**src/rtl/pipe_hazard_ctrl_pkg.sv**
```systemverilog
// Shared encodings for the predictor-pipeline hazard controller:
// icodes, register/status codes, controller states and bundles.
package pipe_hazard_ctrl_pkg;

    localparam logic [3:0] IJXX    = 4'h7;
    localparam logic [3:0] IRET    = 4'h9;
    localparam logic [3:0] IMRMOVQ = 4'h5;
    localparam logic [3:0] IPOPQ   = 4'hB;
    localparam logic [3:0] RNONE   = 4'hF;

    // Status 0 marks a bubble slot.
    localparam logic [2:0] SBUB = 3'd0;
    localparam logic [2:0] SAOK = 3'd1;
    localparam logic [2:0] SHLT = 3'd2;
    localparam logic [2:0] SADR = 3'd3;
    localparam logic [2:0] SINS = 3'd4;

    typedef enum logic [1:0] {
        CTRL_RUN      = 2'b00,
        CTRL_MEM_WAIT = 2'b01,
        CTRL_HALT     = 2'b10
    } ctrl_state_e;

    typedef struct packed {
        logic load_use;
        logic ret_pend;
        logic mispredict;
        logic exc;
    } hazard_t;

    typedef struct packed {
        logic f_stall;
        logic d_stall;
        logic d_bubble;
        logic e_bubble;
        logic m_stall;
        logic m_bubble;
        logic w_stall;
        logic w_bubble;
        logic mispredict;
    } pipe_ctrl_t;

    // Any status other than AOK or bubble is an exception.
    function automatic logic stat_exc(
        input logic [2:0] s
    );
        return !(s inside {SAOK, SBUB});
    endfunction

    // Statuses that retire the machine into HALT.
    function automatic logic stat_fatal(
        input logic [2:0] s
    );
        return s inside {SHLT, SADR, SINS};
    endfunction

endpackage

```
**src/rtl/pipe_hazard_ctrl_detect.sv**
```systemverilog
// Combinational hazard-condition decode (load-use, ret, mispredict, exception).
// Ports: pipe-register icodes/regs/status in, hazard_t bundle out.
module pipe_hazard_detect
    import pipe_hazard_ctrl_pkg::*;
(
    input  logic [3:0] D_icode_i,
    input  logic [3:0] d_srcA_i,
    input  logic [3:0] d_srcB_i,
    input  logic [3:0] E_icode_i,
    input  logic [3:0] E_dstM_i,
    input  logic [3:0] M_icode_i,
    input  logic       M_branch_taken_i,
    input  logic       M_Cnd_i,
    input  logic [2:0] m_stat_i,
    input  logic [2:0] W_stat_i,
    output hazard_t    hz_o
);

    logic e_is_load;
    logic dst_hit;

    assign e_is_load = E_icode_i inside {IMRMOVQ, IPOPQ};
    assign dst_hit   = (E_dstM_i == d_srcA_i) ||
                       (E_dstM_i == d_srcB_i);

    assign hz_o.load_use   = e_is_load &&
                             (E_dstM_i != RNONE) &&
                             dst_hit;
    assign hz_o.ret_pend   = (D_icode_i == IRET) ||
                             (E_icode_i == IRET) ||
                             (M_icode_i == IRET);
    assign hz_o.mispredict = (M_icode_i == IJXX) &&
                             (M_branch_taken_i != M_Cnd_i);
    assign hz_o.exc        = stat_exc(m_stat_i) ||
                             stat_exc(W_stat_i);

endmodule

```
**src/rtl/pipe_hazard_ctrl.sv**
```systemverilog
// Stall/bubble scheduler with RUN/MEM_WAIT/HALT FSM and dmem watchdog.
// Ports: decode/exec/mem/wb fields, dmem req/ack in; stage controls,
// mispredict_o, timeout_o, ctrl_state_o out. PIPE_PERF_CNT_EN adds
// perf_stall_o/perf_mispred_o/perf_wait_o saturating counters.
module pipe_hazard_ctrl
    import pipe_hazard_ctrl_pkg::*;
#(
    parameter int MEM_TIMEOUT = 16
`ifdef PIPE_PERF_CNT_EN
    ,
    parameter int CNT_W = 32
`endif
)
(
    input  logic       clk_i,
    input  logic       rst_n_i,
    input  logic [3:0] D_icode_i,
    input  logic [3:0] d_srcA_i,
    input  logic [3:0] d_srcB_i,
    input  logic [3:0] E_icode_i,
    input  logic [3:0] E_dstM_i,
    input  logic [3:0] M_icode_i,
    input  logic       M_branch_taken_i,
    input  logic       M_Cnd_i,
    input  logic [2:0] m_stat_i,
    input  logic [2:0] W_stat_i,
    input  logic       dmem_req_i,
    input  logic       dmem_ack_i,
    output logic       F_stall_o,
    output logic       D_stall_o,
    output logic       D_bubble_o,
    output logic       E_bubble_o,
    output logic       M_stall_o,
    output logic       M_bubble_o,
    output logic       W_stall_o,
    output logic       W_bubble_o,
    output logic       mispredict_o,
    output logic       timeout_o,
    output logic [1:0] ctrl_state_o
`ifdef PIPE_PERF_CNT_EN
    ,
    output logic [CNT_W-1:0] perf_stall_o,
    output logic [CNT_W-1:0] perf_mispred_o,
    output logic [CNT_W-1:0] perf_wait_o
`endif
);

    localparam int WD_W = $clog2(MEM_TIMEOUT + 1);
    localparam logic [WD_W-1:0] WD_LAST =
        WD_W'(MEM_TIMEOUT - 1);

    ctrl_state_e     state_q;
    logic [WD_W-1:0] wd_cnt_q;
    hazard_t         hz;
    pipe_ctrl_t      ctrl;
    logic            mem_wait;
    logic            w_fatal;
    logic            wd_fire;

    pipe_hazard_detect u_detect (
        .D_icode_i        (D_icode_i),
        .d_srcA_i         (d_srcA_i),
        .d_srcB_i         (d_srcB_i),
        .E_icode_i        (E_icode_i),
        .E_dstM_i         (E_dstM_i),
        .M_icode_i        (M_icode_i),
        .M_branch_taken_i (M_branch_taken_i),
        .M_Cnd_i          (M_Cnd_i),
        .m_stat_i         (m_stat_i),
        .W_stat_i         (W_stat_i),
        .hz_o             (hz)
    );

    assign mem_wait = dmem_req_i && !dmem_ack_i;
    assign w_fatal  = stat_fatal(W_stat_i);

    // The wait cycle spent in RUN counts as the first one,
    // so the Nth consecutive wait cycle sees count N-1.
    assign wd_fire = (state_q == CTRL_MEM_WAIT) &&
                     mem_wait &&
                     (wd_cnt_q == WD_LAST);

    always_comb begin
        ctrl = '0;
        if (!rst_n_i) begin
            ctrl = '0;
        end else if (state_q == CTRL_HALT) begin
            ctrl.f_stall  = 1'b1;
            ctrl.d_stall  = 1'b1;
            ctrl.e_bubble = 1'b1;
            ctrl.m_stall  = 1'b1;
            ctrl.w_stall  = 1'b1;
        end else if (mem_wait) begin
            // Hold the access in M; W drains to a bubble.
            ctrl.f_stall  = 1'b1;
            ctrl.d_stall  = 1'b1;
            ctrl.e_bubble = 1'b1;
            ctrl.m_stall  = 1'b1;
            ctrl.w_bubble = 1'b1;
        end else if (hz.exc) begin
            ctrl.m_bubble = 1'b1;
            ctrl.w_stall  = 1'b1;
        end else if (hz.mispredict) begin
            ctrl.d_bubble   = 1'b1;
            ctrl.e_bubble   = 1'b1;
            ctrl.mispredict = 1'b1;
        end else if (hz.load_use) begin
            // Also absorbs a pending ret: D must hold,
            // not be bubbled, while the load resolves.
            ctrl.f_stall  = 1'b1;
            ctrl.d_stall  = 1'b1;
            ctrl.e_bubble = 1'b1;
        end else if (hz.ret_pend) begin
            ctrl.f_stall  = 1'b1;
            ctrl.d_bubble = 1'b1;
        end
    end

    always_ff @(posedge clk_i or negedge rst_n_i) begin
        if (!rst_n_i) begin
            state_q  <= CTRL_RUN;
            wd_cnt_q <= '0;
        end else begin
            unique case (state_q)
                CTRL_RUN: begin
                    if (w_fatal) begin
                        state_q <= CTRL_HALT;
                    end else if (mem_wait) begin
                        state_q  <= CTRL_MEM_WAIT;
                        wd_cnt_q <= WD_W'(1);
                    end
                end
                CTRL_MEM_WAIT: begin
                    if (w_fatal) begin
                        state_q  <= CTRL_HALT;
                        wd_cnt_q <= '0;
                    end else if (dmem_ack_i || !dmem_req_i) begin
                        // Ack completes; a dropped req abandons.
                        state_q  <= CTRL_RUN;
                        wd_cnt_q <= '0;
                    end else if (wd_fire) begin
                        state_q  <= CTRL_HALT;
                        wd_cnt_q <= '0;
                    end else begin
                        wd_cnt_q <= wd_cnt_q + WD_W'(1);
                    end
                end
                CTRL_HALT: begin
                    state_q <= CTRL_HALT;
                end
                default: begin
                    state_q  <= CTRL_HALT;
                    wd_cnt_q <= '0;
                end
            endcase
        end
    end

    assign F_stall_o    = ctrl.f_stall;
    assign D_stall_o    = ctrl.d_stall;
    assign D_bubble_o   = ctrl.d_bubble;
    assign E_bubble_o   = ctrl.e_bubble;
    assign M_stall_o    = ctrl.m_stall;
    assign M_bubble_o   = ctrl.m_bubble;
    assign W_stall_o    = ctrl.w_stall;
    assign W_bubble_o   = ctrl.w_bubble;
    assign mispredict_o = ctrl.mispredict;
    assign timeout_o    = rst_n_i && wd_fire;
    assign ctrl_state_o = state_q;

`ifdef PIPE_PERF_CNT_EN
    logic [CNT_W-1:0] perf_stall_q;
    logic [CNT_W-1:0] perf_mispred_q;
    logic [CNT_W-1:0] perf_wait_q;

    always_ff @(posedge clk_i or negedge rst_n_i) begin
        if (!rst_n_i) begin
            perf_stall_q   <= '0;
            perf_mispred_q <= '0;
            perf_wait_q    <= '0;
        end else if (state_q != CTRL_HALT) begin
            if (ctrl.f_stall && !(&perf_stall_q))
                perf_stall_q <= perf_stall_q + 1'b1;
            if (ctrl.mispredict && !(&perf_mispred_q))
                perf_mispred_q <= perf_mispred_q + 1'b1;
            if ((state_q == CTRL_MEM_WAIT) &&
                !(&perf_wait_q))
                perf_wait_q <= perf_wait_q + 1'b1;
        end
    end

    assign perf_stall_o   = perf_stall_q;
    assign perf_mispred_o = perf_mispred_q;
    assign perf_wait_o    = perf_wait_q;
`endif

endmodule

```
**config.mk**
```make
export PLATFORM = sky130hd
export DESIGN_NAME = pipe_hazard_ctrl
export DESIGN_NICKNAME = d
export VERILOG_FILES = /design/src/rtl/pipe_hazard_ctrl_pkg.sv /design/src/rtl/pipe_hazard_ctrl_detect.sv /design/src/rtl/pipe_hazard_ctrl.sv
export SDC_FILE = /design/constraint.sdc
export NUM_CORES = 1
export LEC_CHECK = 0
export BUFFER_PORTS_ARGS = -buffer_cell sky130_fd_sc_hd__buf_2
export CAP_MARGIN = 20
export CORE_MARGIN = 3
export CORE_UTILIZATION = 43
export DETAILED_ROUTE_END_ITERATION = 10
export PLACE_DENSITY = 0.83
export SLEW_MARGIN = 5
export SYNTH_ARGS = -nofsm -noshare
export SYNTH_HDL_FRONTEND = slang
export SYNTH_SLANG_ARGS = --single-unit
```
**constraint.sdc**
```tcl
create_clock -name clk_i -period 2.3 [get_ports clk_i]
set_clock_uncertainty 0.15 [all_clocks]
set_input_delay 0.115 -clock clk_i [delete_from_list [all_inputs] [get_ports clk_i]]
set_output_delay 0.115 -clock clk_i [all_outputs]
set_load 0.05 [all_outputs]
```
==> results of run 1 <==
==> worst min-delay path by stage <==
stage / from / endpoint / cells after the start
global route: dmem_req_i / ctrl_state_o[1] / 3
floorplan: rst_n_i / ctrl_state_o[0] / 0
finish: dmem_req_i / ctrl_state_o[1] / 3
detailed placement: rst_n_i / wd_cnt_q[1] / 1
CTS: dmem_req_i / ctrl_state_o[1] / 3
global placement: rst_n_i / wd_cnt_q[1] / 1
==> cell type report <==
type / count / area, um^2 / share of cell area [%]
flip-flops and latches: 7 / 175.2 / 17.77
multi-input cells: 73 / 514.2 / 52.16
clock buffers: 4 / 26.28 / 2.665
well taps: 15 / 18.77 / 1.904
inverters: 1 / 3.754 / 0.3807
repair buffers: 48 / 247.7 / 25.13
==> state kept, by name (all words and copies together), names as in the netlist <==
register and count:
wd_cnt_q 5, ctrl_state_o 2
==> critical path: cells and delay by family (launching register included) <==
family,cells,cell delay (ns)
buffers and inverters,1,0.28
adder cells (fa/ha/maj),1,0.20
flip-flops,1,0.39
AND/OR/NAND/NOR,4,0.58
==> per-stage QoR <==
stage	hold slack, ns	setup WS, ns	setup TNS (ns)	util, %
final	0.03443	0.3224	0	70.48
after global routing	0.05717	0.1417	0	70.48
after CTS	0.03822	0.3257	0	70.48
after detailed placement	-0.1564	0.6096	0	67.89
after global placement	-0.1586	0.6307	0	67.89
after floorplan	-0.3306	-0.08089	-0.1618	-
==> what timing repair did <==
item | CTS | global route
hold buffers | 1 | 0
endpoints found under the hold margin | 7 | 0
endpoints found under the setup margin | 0 | 0
==> cells by family after synthesis <==
| group | share of synthesized area [%] |
|---|---|
| XOR/XNOR | 11.46 |
| AO/OA/AOI/OAI | 15.45 |
| adder cells (fa/ha/maj) | 1.818 |
| buffers and inverters | 0.5449 |
| AND/OR/NAND/NOR | 45.28 |
| flip-flops | 25.45 |
==> synth_stat cells, drive strengths merged <==
master / instances
and3b: 1
inv: 1
o211a: 1
a21oi: 1
a21o: 1
nor4bb: 3
o21bai: 1
a211o: 1
nand2: 8
nand4: 2
dfrtp: 7
nand3: 3
xor2: 9
or3: 1
nor3b: 4
o21a: 3
and3: 2
nor3: 6
nand2b: 2
and4: 1
nor4: 4
o21ai: 9
and2b: 2
and2: 2
ha: 1
nor2b: 1
nor2: 4
==> report_power, final <==
group | internal (mW) | switching [mW] | total (mW)
Clock | 0.0662 | 0.0459 | 0.112
Combinational | 0.0470 | 0.0570 | 0.104
Sequential | 0.126 | 0.00271 | 0.129
Total | 0.239 | 0.106 | 0.345
==> per-layer routing <==
layer | vias to the layer above | part of all wire, %
met3 | 3 | 8.4
met1 | 362 | 37
met2 | 34 | 53
li1 | 408 | -
met4 | 0 | 1.2
met5 | - | 0
==> metrics, run 1 <==
DP HPWL=1549 um; Max VDD drop=between 0.2 and 0.25 mV; area post-placement=949.7 um^2; maximum buffer depth of the clock tree=2; die area=between 2000 and 2500 um^2; unique cell type count in the Yosys netlist=35; CTS root buf=clkbuf_4; Global Route Usage Sum=19.12%; layout cells sized above 1=about 45%; critical path endpoint=timeout_o; commonest cells after routing, fill and taps aside=buf_2 (46), xor2_1 (9), o21ai_0 (9), nand2_1 (7), dfrtp_1 (7); Synth Warn #=0; largest net degree at the start of global routing=15; H-tree depth=1; CP Launch Type=flip-flop; Die Y=46.01 um; Layout Cells excl Fill=148; status=finished, final reports clean; Worst path slowest cell=dfrtp_1; Avg WL per Cell=12.50 um; Tmin final=a little under 2 ns; Synth area leaders=dfrtp_1 (25%), xor2_1 (11%), o21ai_0 (6.5%); Final Cell Area=roughly 1000 um^2; First DRT Iteration DRCs=11; I/O pin count=48; worst r2r path cells=4; first-pass GRT wire length=2946 um; worst reg2reg endpoint=wd_cnt_q[2]; total CTS buffers=3; FF+latch count, synth=7; initial antenna violation count=0; crit share post-route=85.98%; Worst-path clk slew=0.05 ns; crit path cell chain=ha_1 -> nand3_1 -> nor2_1 -> nand2_1 -> nor3_1 -> buf_2; Layout area overhead=43.27%; Crit Path Max Fanout=4; max cap viols=0; Final Max Tran Viols=0; Hold Fails Final Rpt=0; reg2reg setup slack=roughly 0.73 ns; CP peak stage delay=0.39 ns; Final nets=about 170; Die X=around 46 um; Worst Tran Pin Value=~0.36 ns; dpl cells=143; fill count=123; Worst EP arrival=1.71 ns; Reg2Reg Launch Point=ctrl_state_o[1]; Vias/cell=~5.5; later-pin clock latency in the skew report=between 0.2 and 0.3 ns; post-route ant nets=0; Cells after Synth=~80; drt pass-1 iters=4; GR Layer Usage met2=37.64%; post-synthesis sequential area ratio=25.45%; Max Freq=505.7 MHz; Leak Pwr=slightly above 0.5 nW; data required time of the worst path=2.04 ns; unrepaired setup endpoints after global routing=no; synthesized area per cell=8.496 um^2; n_diodes=0; CP startpoint=wd_cnt_q[0]; met1 GRT Util=around a fifth; power per cell area=349.6 nW/um^2; Initial Util=between 40% and 50%; most used routing layer=met2; Post-route DRC=0; Mapped Nets=~120; commonest non-fill, non-tap cell in the layout=buf_2; PnR Total Power=0.3447 mW; post-CTS setup buffer count=0; core footprint=1399 um^2; # rows=13; GPL Wtd Cong=between 0.7 and 0.8; CP Class=reg2out; met3 GRT Util=2.767%; vias in the first global route=764; Syn Std Cell Area=between 600 and 700 um^2; gr ovfl total=0; HP Class=in2reg; CP Capture Type=output port; CTS tree=done; Port Buffer Count=46; final setup fails=0; top cell type's share of synthesized area=~25%; leading area contributor after synthesis=dfrtp_1; DR vias=807; Post-CTS Resized=0; clock tree sinks=7; max_slew headroom=75.55%; final wirelength=1850 um
No activity file was read; power rests on OpenSTA's default activity.
==> inputs of run 2 (changes only) <==
--- a/config.mk
+++ b/config.mk
@@ -9,6 +9,7 @@
 export CAP_MARGIN = 20
 export CORE_MARGIN = 3
 export CORE_UTILIZATION = 43
+export CTS_BUF_LIST = sky130_fd_sc_hd__clkbuf_16
 export DETAILED_ROUTE_END_ITERATION = 10
 export PLACE_DENSITY = 0.83
 export SLEW_MARGIN = 5
==> metrics, run 2 (synthesis gave the netlist of run 1 again) <==
Crit Path Max Fanout=4; DP HPWL=1549 um; post-CTS setup buffer count=0; final wirelength=~1900 um; die area=2116 um^2; Leak Pwr=0.5347 nW; first-pass GRT wire length=3174 um; critical hold path startpoint=dmem_req_i; Layout area overhead=50.91%; initial antenna violation count=0; Worst EP arrival=approximately 1.7 ns; n_diodes=0; # rows=13; Die X=46.01 um; drt pass-1 iters=5; Initial Util=49.19%; CP Class=reg2out; Post-route DRC=0; Max VDD drop=0.5571 mV; Worst-path clk slew=0.04 ns; Clock power frac=55.2%; vias in the first global route=between 800 and 900; worst hold slack=around 0.067 ns; H-tree depth=1; CP startpoint=wd_cnt_q[0]; crit share post-route=86.17%; Reg power frac=24.9%; Vias/cell=between 5 and 6; later-pin clock latency in the skew report=0.23 ns; post-route ant nets=0; CTS tree=done; dpl ws=slightly above 0.6 ns; Avg WL per Cell=12.99 um; Hold Fails Final Rpt=0; max_slew headroom=roughly 75%; layout cells sized above 1=between 40% and 50%; Setup TNS=0 ns; Final nets=171; Die Y=46.01 um; max cap viols=0; Port Buffer Count=46; sw frac=23.32%; final setup fails=0; total CTS buffers=3; unrepaired setup endpoints after global routing=no; Final Cell Area=1039 um^2; data required time of the worst path=2.04 ns; status=finished, final reports clean; register area=175.2 um^2; Final Max Tran Viols=0; Reg2Reg Launch Point=ctrl_state_o[1]; Power Internal=between 0.3 and 0.4 mW; Tmin final=1.982 ns; Global Route Usage Sum=19.94%; gr ovfl total=0; Worst Tran Pin Value=~0.37 ns; fill count=between 100 and 150; commonest cells after routing, fill and taps aside=buf_2 (46), xor2_1 (9), o21ai_0 (9), nand2_1 (7), dfrtp_1 (7); First DRT Iteration DRCs=7; area of the multi-input gates=between 500 and 600 um^2; area post-placement=949.7 um^2; maximum buffer depth of the clock tree=2; Max Freq=504.6 MHz; max FFs per register=5; commonest non-fill, non-tap cell in the layout=buf_2; HP Class=in2reg; CP Launch Type=flip-flop; GPL Wtd Cong=0.7534; Top reg by flops=wd_cnt_q; share of power burned in combinational logic=19.9%; clock tree sinks=7; power per cell area=501.1 nW/um^2; CTS root buf=clkbuf_16; largest net degree at the start of global routing=15; final core occ=74.24%; Psw=0.1213 mW; I/O pin count=48; core footprint=1399 um^2; DR vias=822; Final WS setup=0.3181 ns; CP Capture Type=output port
==> run 2: power groups by stage <==
stage                     clock network, mW  registers, mW  logic (mW)
after global routing                  0.303          0.129       0.113
after CTS                             0.291          0.129       0.105
after global placement                    0          0.131      0.0989
after detailed placement                  0          0.130       0.103
after floorplan                           0          0.130      0.0524
final                                 0.287          0.129       0.104
==> run 2: worst max-delay path: stages (launching register included) <==
cell and delay (ns):
dfrtp_1 0.40, ha_1 0.20, nand3_1 0.12, nor2_1 0.21, nand2_1 0.13, nor3_1 0.14
buf_2 0.28
==> run 2: what timing repair did <==
item                       in CTS  in global routing
hold endpoints to repair        7                  0
setup endpoints to repair       0                  0
gates resized for setup         0                  0
hold buffers                    1                  0
==> run 2: cell type report <==
cell class	instances	share of cell area (%)
Clock inverter	1	0.3614
Sequential cell	7	16.87
Tap cell	15	1.807
Clock buffer	3	7.229
Multi-Input combinational cell	73	49.52
Inverter	1	0.3614
Timing Repair Buffer	48	23.86
==> run 2: through the flow <==
stage	total power, mW	instances
after CTS	0.5252	148
final	0.5204	148
after global placement	0.2294	143
after global routing	0.5458	148
after floorplan	0.1822	81
after detailed placement	0.2336	143
==> run 2: final timing paths <==
| check | slack, ns | cells past startpoint | to |
|---|---|---|---|
| worst max-delay path | 0.32 | 6 | timeout_o |
| worst min-delay path | 0.07 | 3 | ctrl_state_o[1] |
| worst max register to register | 0.68 | 4 | wd_cnt_q[3] |
| worst min register to register | 0.36 | 2 | wd_cnt_q[1] |
| max in group asynchronous | 1.66 | 2 | ctrl_state_o[0] |
| min in group asynchronous | 0.14 | 2 | wd_cnt_q[2] |
==> run 2: routing by layer <==
| metal | wire (um) | vias up | global-route usage, % |
|---|---|---|---|
| li1 | - | 408 | - |
| met1 | 713 | 378 | 20.43 |
| met2 | 1048 | 34 | 40.38 |
| met3 | 156 | 2 | 3.557 |
| met4 | 4 | 0 | 3.977 |
| met5 | 0 | - | 0 |
==> inputs of run 3 (changes only) <==
--- a/config.mk
+++ b/config.mk
@@ -7,12 +7,13 @@
 export LEC_CHECK = 0
 export BUFFER_PORTS_ARGS = -buffer_cell sky130_fd_sc_hd__buf_2
 export CAP_MARGIN = 20
-export CORE_MARGIN = 3
-export CORE_UTILIZATION = 43
+export CORE_MARGIN = 10
+export CORE_UTILIZATION = 44
 export CTS_BUF_LIST = sky130_fd_sc_hd__clkbuf_16
 export DETAILED_ROUTE_END_ITERATION = 10
-export PLACE_DENSITY = 0.83
+export PLACE_DENSITY = 0.91
 export SLEW_MARGIN = 5
 export SYNTH_ARGS = -nofsm -noshare
 export SYNTH_HDL_FRONTEND = slang
+export SYNTH_HIERARCHICAL = 1
 export SYNTH_SLANG_ARGS = --single-unit
==> metrics, run 3 <==
cell with the most instances after synthesis=xnor2_1; Max Freq=522.8 MHz; Syn Std Cell Area=724.4 um^2; Worst-path clk slew=roughly 0.03 ns; Post-route DRC=0; Die X=~61 um; unique cell type count in the Yosys netlist=39; fill count=between 100 and 150; max_slew headroom=64.85%; vias in the first global route=~780; H-tree depth=1; Top FF cell, synth=dfrtp_1; reg2reg setup slack=0.68 ns; worst r2r path cells=2; GPL Wtd Cong=0.8829; HP Class=in2async; crit path cell chain=ha_1 -> and4b_1 -> nand2_1 -> nor4_2 -> buf_2; top cell type's share of synthesized area=between 20% and 30%; Synth Warn #=6; Cells after Synth=83; mux cell area share after synthesis=under 10%; max layer used=met4; commonest cells after routing, fill and taps aside=buf_2 (46), xnor2_1 (9), a21oi_1 (7), dfrtp_1 (7), nand2_1 (6); Vias/cell=5.669; Synth area leaders=dfrtp_1 (24%), xnor2_1 (11%), a21oi_1 (4.8%); Final nets=170; later-pin clock latency in the skew report=approximately 0.23 ns; Clock power frac=52.6%; max FFs per register=5; I/O pin count=48; critical path endpoint=timeout_o; largest net degree at the start of global routing=13; leading area contributor after synthesis=dfrtp_1; met1 WL=828 um; drt pass-1 iters=4; die area=~3700 um^2; n_diodes=0; worst reg2reg endpoint=wd_cnt_q[3]; status=finished, final reports clean; Post-Synth Simple-Gate Area=37.65%; clock tree sinks=7; layout cells sized above 1=44.70%; largest family of logic cells by synthesized area=simple AND/OR/NAND/NOR gates; CTS tree=done; Tmin final=1.913 ns; total CTS buffers=3; Reg2Reg Launch Point=ctrl_state_o[1]; Setup TNS=0 ns; first-pass GRT wire length=3456 um; # rows=14; Initial Util=47.54%; sw frac=24.37%; Global Route Usage Sum=a little under an eighth; DP HPWL=1857 um; initial antenna violation count=0; Die Y=roughly 61 um; post-synthesis compound-gate area fraction=between 10% and 20%; CP Class=reg2out; dpl ws=0.5220 ns; XOR/XNOR Fraction of Synth Area=a little over an eighth; crit share post-route=83.16%; CP startpoint=wd_cnt_q[0]; Psw=0.1342 mW; maximum buffer depth of the clock tree=2; power per cell area=517.0 nW/um^2; post-synthesis sequential area ratio=24.18%; gr ovfl total=0; Adder-Cell Fraction of Synth Area=1.727%; WL met3=between 300 and 400 um; commonest cells in the synthesized netlist=xnor2_1 (9), a21oi_1 (7), dfrtp_1 (7); unrepaired setup endpoints after global routing=no; data required time of the worst path=2.04 ns; Hold Fails Final Rpt=0; First DRT Iteration DRCs=17; CP Capture Type=output port; Max VDD drop=about 0.50 mV; commonest non-fill, non-tap cell in the layout=buf_2; Layout area overhead=46.98%; final setup fails=0; Mapped Nets=120; Top reg by flops=wd_cnt_q; FF+latch count, synth=7; Leak Pwr=approximately 0.52 nW; Reg power frac=roughly a quarter; Worst EP arrival=1.65 ns; Final WS setup=0.3873 ns; final core occ=a little over two thirds; synthesized area per cell=8.728 um^2; Avg WL per Cell=14.94 um; CTS root buf=clkbuf_16; Port Buffer Count=46; asr flop ratio synth=100.0%; max cap viols=0; Power Internal=0.4163 mW; WL met2=994 um; CP peak stage delay=between 0.3 and 0.4 ns; DR vias=839; Worst path slowest cell=dfrtp_1; final wirelength=2211 um; Worst Tran Pin Value=0.5224 ns; post-route ant nets=0; Crit Path Max Fanout=4; worst hold slack=0.1096 ns; Post-CTS Resized=0; Final Max Tran Viols=0; share of power burned in combinational logic=21.6%; CP Launch Type=flip-flop; number of synthesized flops with an enable pin=0; core footprint=1524 um^2
[run 3: power by group through the flow]
stage               clock network, mW  registers, mW  logic (mW)
finish                          0.290          0.142       0.119
floorplan                           0          0.141      0.0695
global route                    0.303          0.144       0.131
global placement                    0          0.142       0.114
CTS                             0.294          0.142       0.120
detailed placement                  0          0.143       0.118
[run 3: what timing repair did]
item	4_1_cts	5_1_grt
endpoints found under the hold margin	7	0
hold buffers	1	0
endpoints found under the setup margin	0	0
buffers inserted	0	0
[run 3: area by class of cell]
type,count,area (um^2),share of cell area [%]
clock buffer,3,75.07,7.051
clock inverter,1,3.754,0.3525
inverter,3,11.26,1.058
multi-input combinational,70,531.8,49.94
sequential,7,175.2,16.45
tap,16,20.02,1.880
timing repair buffer,48,247.7,23.27
[run 3: cells by family after synthesis]
group,count (synthesis)
and+or+nand+nor,38
AOI/OAI and AO/OA,19
xor gates and xnor gates,11
DFF,7
buffers and inverters,6
muxes,1
adders and majority gates,1
[run 3: worst min-delay path by stage]
| stage | startpoint | end | slack (ns) | cells after the start |
|---|---|---|---|---|
| 6_report | rst_n_i | wd_cnt_q[4] | 0.11 | 2 |
| 3_5_place_dp | rst_n_i | wd_cnt_q[4] | -0.18 | 1 |
| 3_3_place_gp | rst_n_i | wd_cnt_q[4] | -0.18 | 1 |
| 2_1_floorplan | rst_n_i | ctrl_state_o[0] | -0.33 | 0 |
| 4_1_cts | rst_n_i | wd_cnt_q[4] | 0.11 | 2 |
| 5_1_grt | rst_n_i | wd_cnt_q[4] | 0.14 | 2 |
[run 3: routing by layer]
layer	global-route usage [%]	up-vias
met5	0	-
met4	6.270	0
met3	6.681	5
met2	18.34	42
met1	12.53	378
li1	-	414
[run 3: stage by stage]
stage | power, mW | instances | area [um^2]
3_3_place_gp | 0.2560 | 143 | 975.9
4_1_cts | 0.5555 | 148 | 1065
2_1_floorplan | 0.2109 | 83 | 737.0
3_5_place_dp | 0.2613 | 143 | 975.9
6_report | 0.5505 | 148 | 1065
5_1_grt | 0.5782 | 148 | 1065
[run 3: worst max-delay path: cells and delay by family (launching register included)]
| kind | cells | cell delay [ns] |
|---|---|---|
| buf+inv | 1 | 0.30 |
| flops | 1 | 0.38 |
| simple gates | 3 | 0.53 |
| fa+ha+maj | 1 | 0.22 |
